File: src/rtl/fifo_wr_arbiter_pkg.sv
// Shared types and constants for the FIFO write-port arbiter.
package fifo_arb_pkg;

  typedef enum logic {IDLE, BURST} arb_state_t;

  localparam int unsigned STATS_W = 16;

endpackage

File: src/rtl/fifo_wr_arbiter_if.sv
// Producer-side request bus plus the sync_fifo write port shared through the arbiter.
interface fifo_wr_arbiter_if #(
  parameter int unsigned WIDTH   = 8,
  parameter int unsigned NUM_REQ = 4
);
  logic [NUM_REQ-1:0]       req;
  logic [NUM_REQ*WIDTH-1:0] req_data;
  logic [NUM_REQ-1:0]       gnt;
  logic                     fifo_wr_enable;
  logic [WIDTH-1:0]         fifo_data_in;
  logic                     fifo_full;

  // Arbiter side
  modport slave (
    input  req, req_data, fifo_full,
    output gnt, fifo_wr_enable, fifo_data_in
  );

  // Producers / FIFO side
  modport master (
    output req, req_data, fifo_full,
    input  gnt, fifo_wr_enable, fifo_data_in
  );
endinterface

File: src/rtl/fifo_wr_arbiter_rr_pick.sv
// Combinational circular priority select: first set req bit at or after rr_ptr.
module rr_pick #(
  parameter int unsigned NUM_REQ = 4,
  parameter int unsigned PTR_W   = $clog2(NUM_REQ)
) (
  input  logic [NUM_REQ-1:0] req,
  input  logic [PTR_W-1:0]   rr_ptr,
  output logic               valid,
  output logic [PTR_W-1:0]   idx
);

  logic [PTR_W-1:0] pos;

  // Scan from the farthest offset back to rr_ptr so the nearest hit is written last.
  always_comb begin
    valid = 1'b0;
    idx   = '0;
    pos   = '0;
    for (int unsigned k = NUM_REQ; k > 0; k--) begin
      pos = PTR_W'((32'(rr_ptr) + k - 1) % NUM_REQ);
      if (req[pos]) begin
        valid = 1'b1;
        idx   = pos;
      end
    end
  end

endmodule

File: src/rtl/fifo_wr_arbiter.sv
// Round-robin burst arbiter sharing one sync_fifo write port among NUM_REQ producers.
// Optional macro FIFO_ARB_STATS_EN adds per-producer saturating accepted-beat counters.
module fifo_wr_arbiter
  import fifo_arb_pkg::*;
#(
  parameter int unsigned WIDTH     = 8,
  parameter int unsigned NUM_REQ   = 4,
  parameter int unsigned MAX_BURST = 4
) (
  input  logic               clk,
  input  logic               reset,
  fifo_wr_arbiter_if.slave   bus
`ifdef FIFO_ARB_STATS_EN
  ,
  output logic [NUM_REQ*STATS_W-1:0] grant_count
`endif
);

  localparam int unsigned PTR_W = $clog2(NUM_REQ);
  localparam int unsigned CNT_W = $clog2(MAX_BURST + 1);

  arb_state_t         state;
  logic [PTR_W-1:0]   rr_ptr;
  logic [PTR_W-1:0]   owner;
  logic [CNT_W-1:0]   beat_cnt;

  logic               pick_valid;
  logic [PTR_W-1:0]   pick_idx;
  logic [NUM_REQ-1:0] gnt_c;
  logic [NUM_REQ-1:0] accept;
  logic [WIDTH-1:0]   data_c;
  logic               xfer;

  function automatic logic [PTR_W-1:0] ptr_inc(input logic [PTR_W-1:0] p);
    return (32'(p) == NUM_REQ - 1) ? '0 : p + PTR_W'(1);
  endfunction

  rr_pick #(
    .NUM_REQ (NUM_REQ),
    .PTR_W   (PTR_W)
  ) u_rr_pick (
    .req    (bus.req),
    .rr_ptr (rr_ptr),
    .valid  (pick_valid),
    .idx    (pick_idx)
  );

  // Grant is gated by reset as well so outputs drop the instant reset rises.
  always_comb begin
    gnt_c = '0;
    if (!reset && !bus.fifo_full) begin
      if (state == IDLE) begin
        if (pick_valid) gnt_c[pick_idx] = 1'b1;
      end else begin
        gnt_c[owner] = bus.req[owner];
      end
    end
  end

  always_comb begin
    data_c = '0;
    for (int unsigned i = 0; i < NUM_REQ; i++) begin
      if (gnt_c[i]) data_c = data_c | bus.req_data[i*WIDTH +: WIDTH];
    end
  end

  assign accept             = gnt_c & bus.req;
  assign xfer               = |accept;
  assign bus.gnt            = gnt_c;
  assign bus.fifo_wr_enable = xfer;
  assign bus.fifo_data_in   = data_c;

  always_ff @(posedge clk or posedge reset) begin
    if (reset) begin
      state    <= IDLE;
      rr_ptr   <= '0;
      owner    <= '0;
      beat_cnt <= '0;
    end else begin
      case (state)
        IDLE: begin
          if (xfer) begin
            owner    <= pick_idx;
            beat_cnt <= CNT_W'(1);
            if (MAX_BURST == 1) rr_ptr <= ptr_inc(pick_idx);
            else                state  <= BURST;
          end
        end
        BURST: begin
          if (xfer) begin
            beat_cnt <= beat_cnt + CNT_W'(1);
            if (32'(beat_cnt) + 32'd1 == MAX_BURST) begin
              rr_ptr <= ptr_inc(owner);
              state  <= IDLE;
            end
          end else if (!bus.req[owner]) begin
            rr_ptr <= ptr_inc(owner);
            state  <= IDLE;
          end
        end
        default: state <= IDLE;
      endcase
    end
  end

`ifdef FIFO_ARB_STATS_EN
  logic [STATS_W-1:0] stat_q [NUM_REQ];

  always_ff @(posedge clk or posedge reset) begin
    if (reset) begin
      for (int unsigned i = 0; i < NUM_REQ; i++) stat_q[i] <= '0;
    end else begin
      for (int unsigned i = 0; i < NUM_REQ; i++) begin
        if (accept[i] && stat_q[i] != '1) stat_q[i] <= stat_q[i] + STATS_W'(1);
      end
    end
  end

  for (genvar g = 0; g < NUM_REQ; g++) begin : g_stats
    assign grant_count[g*STATS_W +: STATS_W] = stat_q[g];
  end
`endif

endmodule

File: src/flat_wrapper.sv
// flat-port wrapper written by rule: the top's interface ports become plain ports
module fifo_wr_arbiter_flat import fifo_arb_pkg::*;
#(
  parameter int unsigned WIDTH     = 8,
  parameter int unsigned NUM_REQ   = 4,
  parameter int unsigned MAX_BURST = 4
)
  (clk, reset, bus_req, bus_req_data, bus_fifo_full, bus_gnt, bus_fifo_wr_enable, bus_fifo_data_in);
  fifo_wr_arbiter_if #(.WIDTH(WIDTH), .NUM_REQ(NUM_REQ)) bus_i ();
  input  logic clk;
  input  logic reset;
  input wire logic [$bits(bus_i.req)-1:0] bus_req;
  input wire logic [$bits(bus_i.req_data)-1:0] bus_req_data;
  input wire logic [$bits(bus_i.fifo_full)-1:0] bus_fifo_full;
  output wire logic [$bits(bus_i.gnt)-1:0] bus_gnt;
  output wire logic [$bits(bus_i.fifo_wr_enable)-1:0] bus_fifo_wr_enable;
  output wire logic [$bits(bus_i.fifo_data_in)-1:0] bus_fifo_data_in;
  assign bus_i.req = bus_req;
  assign bus_i.req_data = bus_req_data;
  assign bus_i.fifo_full = bus_fifo_full;
  assign bus_gnt = bus_i.gnt;
  assign bus_fifo_wr_enable = bus_i.fifo_wr_enable;
  assign bus_fifo_data_in = bus_i.fifo_data_in;
  fifo_wr_arbiter #(.WIDTH(WIDTH), .NUM_REQ(NUM_REQ), .MAX_BURST(MAX_BURST)) u_core (.clk(clk), .reset(reset), .bus(bus_i));
endmodule
File: config.mk
export PLATFORM = sky130hd
export DESIGN_NAME = fifo_wr_arbiter_flat
export DESIGN_NICKNAME = d
export VERILOG_FILES = /design/src/rtl/fifo_wr_arbiter_pkg.sv /design/src/rtl/fifo_wr_arbiter_if.sv /design/src/rtl/fifo_wr_arbiter_rr_pick.sv /design/src/rtl/fifo_wr_arbiter.sv /design/src/flat_wrapper.sv
export SDC_FILE = /design/constraint.sdc
export NUM_CORES = 1
export LEC_CHECK = 0
export BUFFER_PORTS_ARGS = -buffer_cell sky130_fd_sc_hd__clkbuf_2
export CAP_MARGIN = 20
export CORE_MARGIN = 3
export CORE_UTILIZATION = 48
export DETAILED_ROUTE_END_ITERATION = 16
export HOLD_SLACK_MARGIN = 0.02
export PLACE_DENSITY = 0.91
export SYNTH_ARGS = -nofsm -noshare
export SYNTH_HDL_FRONTEND = slang
export SYNTH_SLANG_ARGS = --single-unit
File: constraint.sdc
create_clock -name clk -period 2.84 [get_ports clk]
set_input_delay 0.142 -clock clk [delete_from_list [all_inputs] [get_ports clk]]
set_output_delay 0.142 -clock clk [all_outputs]
set_load 0.1 [all_outputs]
==> run_results.csv, run 1 <==
group,metric,value,unit
final_layout,final_cell_mix,"clkbuf_2 (51), nand2_1 (20), inv_1 (14), o22ai_1 (10)",
clocking,clkLatencyLatePin,0.24,ns
critical_path,cp.required,2.70,ns
yosys,syn_inst,128,
routing,avgRoutedWirePerCell,14.5,um
critical_path,r2r_slack,0.78,ns
grt,grt_pass1_wl,4690,um
power_and_ir_drop,ir_drop,0.561,mV
critical_path,crit_family,"compound AO/OA/AOI/OAI gates",
timing,fin_skew,0.00152,ns
grt,grt_use_met3,4.08,%
grt,antenna_found_initial,0,
timing,hold_viol,0,
final_layout,drive_above_1_share,37.9,%
final_layout,layout_commonest_cell,"clkbuf_2",
place,hpwlAfterDp,2400,um
critical_path,max_stage_delay,0.58,ns
die,dieArea,2610,sq um
yosys,synth_top_area_share,20.5,%
timing,slew_headroom,63.5,%
critical_path,worstPathBufferInverterCount,1,
critical_path,critPathCapture,"bus_fifo_data_in[1]",
yosys,synth_warnings,0,
clocking,clk_transition_reported_paths,0.05,ns
place,dpl_cell_area,1270,sq um
routing,drt-pass1-iter-count,6,
power_and_ir_drop,p_total,0.00117,W
outcome,status,"complete, no violations",
routing,drc,0,
grt,use_met1,24.4,%
grt,busiest_layer,"met2",
yosys,synth_edf_count,0,
place,place_congestion,0.886,
timing,max_clock_freq,374,MHz
grt,overflow,0,
grt,use_met2,42.3,%
yosys,synth_fp_nets,172,
critical_path,slowest_stage,"dfrtp_1",
clocking,cts_sinks,8,
critical_path,r2r_cells,7,
critical_path,critPathLaunch,"u_core.rr_ptr[1]",
critical_path,worstReg2RegEnd,"u_core.beat_cnt[0]",
die,io_pins,52,
grt,grt_pass1_vias,1160,
timing,period_minus_slack,2.67,ns
die,die_width,51.1,um
yosys,ys_seq_area_share,20.5,%
critical_path,reg2reg_from,"u_core.owner[0]",
final_layout,nets,223,
timing,fin_crit_sh,94.0,%
yosys,synthFlopType,"dfrtp_1",
yosys,synth.distinct_cells,35,
final_layout,stdcell_area,1300,sq um
critical_path,end_kind,"primary output",
die,core_area,1820,sq um
final_layout,multiInputGateArea,723,sq um
critical_path,critPathArrivalTime,2.53,ns
final_layout,antennaDiodeCount,0,
grt,grt_usage,22.9,%
final_layout,seqCellArea,200,sq um
critical_path,critPathMaxFanout,12,
routing,drtIter0Drc,19,
timing,rsz0062_at_grt,"no",
clocking,cts_made_buffers,3,
die,rows,15,
hold_path,worstHoldPathType,"input port to register",
run,maxCapViolCount,0,
timing,finalSetupTns,0,ns
clocking,cts.htree.levels,1,
timing,tightest_slew,0.550,ns
timing,whs,0.343,ns
timing,slew_violations,0,
routing,ant_nets,0,
yosys,postSynthAreaPerCell,7.62,sq um
power_and_ir_drop,p_leak,0.635,nW
final_layout,syn2layout_area_growth,33.5,%
final_layout,fill_cells,145,
place,io_buffer_count,51,
clocking,cts_tree,"built",
critical_path,critPathKind,"register to primary output",
yosys,yosys.area.top_type,"dfrtp_1",
routing,vias_per_cell,5.84,
timing,setup_viol,0,
clocking,cts_max_path_buffers,2,
clocking,cts-root-buf,"clkbuf_4",
clocking,cts_resized,0,
yosys,syn_area,976,sq um
grt,grt_max_degree,13,
routing,vias,1180,
critical_path,critical_path_depth,6,
yosys,synth_async_sr_flop_share,100,%
die,die_h,51.1,um
die,start_util,53.6,%
power_and_ir_drop,cellPowerDensity,902,nW/um^2
yosys,synth_seq_cells,8,
critical_path,startpoint_type,"register",
yosys,netlist_top_cells_area,"dfrtp_1 (21%), a221o_1 (8.2%), nand2_1 (7.7%)",
critical_path,path_cells,"nand2b_1 -> a21boi_0 -> nand3_1 -> a21oi_4 -> a221o_1 -> clkbuf_2",
routing,wl,2940,um
per-stage QoR:
step	cells	worst slack [ns]	utilization, %
after CTS	202	0.178	71.5
after global placement	198	0.530	69.8
after floorplan	128	-0.100	-
after detailed placement	198	0.456	69.8
after global routing	202	0.0692	71.5
final	202	0.169	71.5
what timing repair did:
action	CTS	global route
hold endpoints to repair	8	0
buffers inserted	0	0
hold buffers	1	0
endpoints found under the setup margin	0	0
kinds of logic (layout without fill, tap and decap cells):
kind of cell | after synthesis | after routing | synth area share (%)
muxes | 4 | 4 | 5.77
adders and majority gates | 5 | 5 | 6.41
AOI/OAI and AO/OA | 45 | 45 | 35.8
DFF | 8 | 8 | 20.5
buffers and inverters | 21 | 70 | 9.87
and+or+nand+nor | 45 | 45 | 21.7
synth_stat cells (all sizes together), types with 3 or more instances:
master / instances
nand2: 20
inv: 14
o22ai: 10
a21oi: 8
a221o: 8
dfrtp: 8
nor2: 7
nand3: 6
ha: 5
o21ai: 5
buf: 4
nand2b: 4
clkbuf: 3
mux2: 3
power breakdown:
group	leakage (nW)	switching [W]	internal [W]
Sequential	0.0976	0.0000946	0.000166
Clock	0.0138	0.0000321	0.0000479
Combinational	0.524	0.000572	0.000262
final cells by class:
class                      instances  share of cell area, %
sequential                         8                   15.4
tap                               25                   2.40
clock buffer                       3                   1.73
timing repair buffer              53                   20.9
multi-input combinational         99                   55.5
inverter                          14                   4.03
worst min-delay path, stage by stage:
cell	delay (ns)
clkbuf_2	0.18
a21oi_1	0.07
o22ai_1	0.13
worst min-delay path by stage:
stage | endpoint | depth (start not counted) | from | slack (ns)
after floorplan | u_core.beat_cnt[0] | 1 | reset | -0.04
final | u_core.owner[1] | 3 | bus_req[3] | 0.34
after detailed placement | u_core.beat_cnt[0] | 2 | reset | 0.09
after global routing | u_core.owner[1] | 3 | bus_req[3] | 0.39
after CTS | u_core.owner[1] | 3 | bus_req[3] | 0.33
after global placement | u_core.beat_cnt[2] | 2 | reset | 0.09
state kept, by name, indices dropped and copies added (netlist names):
register         count
u_core.beat_cnt      3
u_core.state         1
u_core.owner         2
u_core.rr_ptr        2
routing by layer:
metal / wire length, um / vias up
met5: 0 / -
met3: 199 / 10
met2: 1550 / 54
met1: 1130 / 549
li1: - / 567
met4: 55 / 0
Note: power is estimated with default switching activity, not from simulation.
==> run 2, diff against run 1 <==
--- a/config.mk
+++ b/config.mk
@@ -10,8 +10,11 @@
 export CORE_MARGIN = 3
 export CORE_UTILIZATION = 48
 export DETAILED_ROUTE_END_ITERATION = 16
+export GPL_TIMING_DRIVEN = 0
 export HOLD_SLACK_MARGIN = 0.02
 export PLACE_DENSITY = 0.91
+export RECOVER_POWER = 25
+export SKIP_CTS_REPAIR_TIMING = 1
 export SYNTH_ARGS = -nofsm -noshare
 export SYNTH_HDL_FRONTEND = slang
 export SYNTH_SLANG_ARGS = --single-unit
==> run_results.csv, run 2 (synthesized netlist as in run 1, its figures left out) <==
group,metric,value,unit
outcome,status,"complete, no violations",
die,start_util,53.6,%
clocking,clk_transition_reported_paths,0.05,ns
timing,tightest_slew,0.640,ns
grt,use_met2,38.6,%
clocking,clkLatencyLatePin,0.24,ns
critical_path,critPathCapture,"bus_fifo_data_in[5]",
timing,max_clock_freq,379,MHz
routing,avgRoutedWirePerCell,13.7,um
critical_path,max_stage_delay,0.63,ns
final_layout,final_cell_mix,"clkbuf_2 (48), nand2_1 (20), inv_1 (14), o22ai_1 (10)",
grt,grt_pass1_wl,4570,um
critical_path,critPathLaunch,"u_core.owner[0]",
clocking,cts_sinks,8,
die,io_pins,52,
final_layout,final_util,73.5,%
grt,grt_pass1_vias,1102,
critical_path,reg2reg_from,"u_core.owner[0]",
die,die_h,51.1,um
routing,vias,1172,
place,hpwlAfterDp,2330,um
place,dp.cells,202,
final_layout,drive_above_1_share,37.6,%
clocking,cts-root-buf,"clkbuf_4",
timing,fin_skew,0.0000689,ns
timing,slew_violations,0,
timing,setup_viol,0,
routing,vias_per_cell,5.69,
clocking,cts_tree,"built",
routing,drt-pass1-iter-count,4,
final_layout,layout_commonest_cell,"clkbuf_2",
grt,grt_max_degree,11,
routing,ant_nets,0,
die,dieArea,2610,sq um
final_layout,top_register,"u_core.beat_cnt",
die,core_area,1820,sq um
final_layout,nets,227,
critical_path,worstReg2RegEnd,"u_core.beat_cnt[0]",
die,rows,15,
critical_path,startpoint_type,"register",
final_layout,fill_cells,136,
grt,grt_usage,22.5,%
critical_path,r2r_cells,7,
power_and_ir_drop,ir_drop,0.526,mV
place,dpl_cell_area,1310,sq um
critical_path,critPathMaxFanout,9,
critical_path,critPathKind,"register to primary output",
power_and_ir_drop,p_sw,0.000705,W
place,place_congestion,0.875,
critical_path,critPathArrivalTime,2.50,ns
timing,hold_viol,0,
routing,drtIter0Drc,26,
critical_path,cp.required,2.70,ns
power_and_ir_drop,p_seq_share,18.4,%
final_layout,largest_reg_flops,3,
critical_path,end_kind,"primary output",
die,die_width,51.1,um
power_and_ir_drop,p_leak,0.647,nW
timing,slew_headroom,57.1,%
grt,grt_use_met3,4.08,%
final_layout,top_regs,"u_core.beat_cnt (3), u_core.owner (2), u_core.rr_ptr (2)",
critical_path,path_cells,"mux4_2 -> a32oi_4 -> o22ai_1 -> a221o_1 -> clkbuf_2",
timing,finalSetupTns,0,ns
routing,wl,2830,um
power_and_ir_drop,internal_power,0.000497,W
grt,use_met1,26.4,%
final_layout,stdcell_area,1340,sq um
grt,antenna_found_initial,0,
run,maxCapViolCount,0,
critical_path,slowest_stage,"mux4_2",
final_layout,antennaDiodeCount,0,
timing,rsz0062_at_grt,"no",
grt,overflow,0,
routing,drc,0,
critical_path,r2r_slack,0.82,ns
power_and_ir_drop,switching_share,58.7,%
clocking,cts_made_buffers,3,
timing,fin_crit_sh,93.0,%
timing,period_minus_slack,2.64,ns
power_and_ir_drop,power_frac_comb,75.0,%
power_and_ir_drop,cellPowerDensity,898,nW/um^2
final_layout,stdcell_count,206,
grt,busiest_layer,"met2",
clocking,cts_max_path_buffers,2,
final_layout,syn2layout_area_growth,37.1,%
clocking,cts.htree.levels,1,
power_and_ir_drop,clockPowerShare,6.6,%
hold_path,worstHoldPathType,"input port to register",
place,io_buffer_count,49,
==> run 2: worst min path at each step <==
stage          startpoint                 end  slack, ns  cells past startpoint
5_1_grt        bus_req[3]     u_core.owner[1]       0.27                      3
6_report       bus_req[3]     u_core.owner[1]       0.26                      3
2_1_floorplan       reset  u_core.beat_cnt[0]      -0.04                      1
3_3_place_gp        reset  u_core.beat_cnt[2]       0.08                      2
3_5_place_dp        reset  u_core.beat_cnt[1]       0.09                      2
4_1_cts             reset     u_core.owner[0]      -0.17                      2
==> run 2: per-stage QoR <==
step                      setup slack [ns]  total power (W)  hold WS [ns]
after floorplan                     -0.100         0.000948       -0.0423
after global placement               0.493          0.00109        0.0847
after detailed placement             0.473          0.00111        0.0924
after CTS                            0.190          0.00120        -0.174
after global routing                0.0738          0.00128         0.272
final                                0.199          0.00120         0.261
==> run 2: cell type report <==
| class | instances | area [sq um] | area share, % |
|---|---|---|---|
| buffer | 7 | 53.8 | 4.02 |
| clock buffer | 3 | 22.5 | 1.68 |
| inverter | 14 | 52.6 | 3.93 |
| multi-input combinational | 99 | 723 | 54.1 |
| sequential | 8 | 200 | 15.0 |
| tap | 25 | 31.3 | 2.34 |
| timing repair buffer | 50 | 254 | 19.0 |
==> run 2: power groups by stage <==
stage                     registers, W  logic, W  clock network (W)
after global placement        0.000218  0.000867                  0
final                         0.000221  0.000902          0.0000790
after CTS                     0.000220  0.000893          0.0000861
after floorplan               0.000209  0.000739                  0
after global routing          0.000232  0.000964          0.0000866
after detailed placement      0.000222  0.000890                  0
==> run 2: critical path, delay by kind of cell (launching register included) <==
family                 cells  cell delay, ns
buffers and inverters      1            0.37
AOI/OAI and AO/OA          3            0.83
DFF                        1            0.43
muxes                      1            0.63
==> run 2: per-layer routing <==
| metal | wire, um | share of wire (%) |
|---|---|---|
| met1 | 1140 | 40 |
| met2 | 1450 | 51 |
| met3 | 195 | 6.9 |
| met4 | 42 | 1.5 |
| met5 | 0 | 0 |
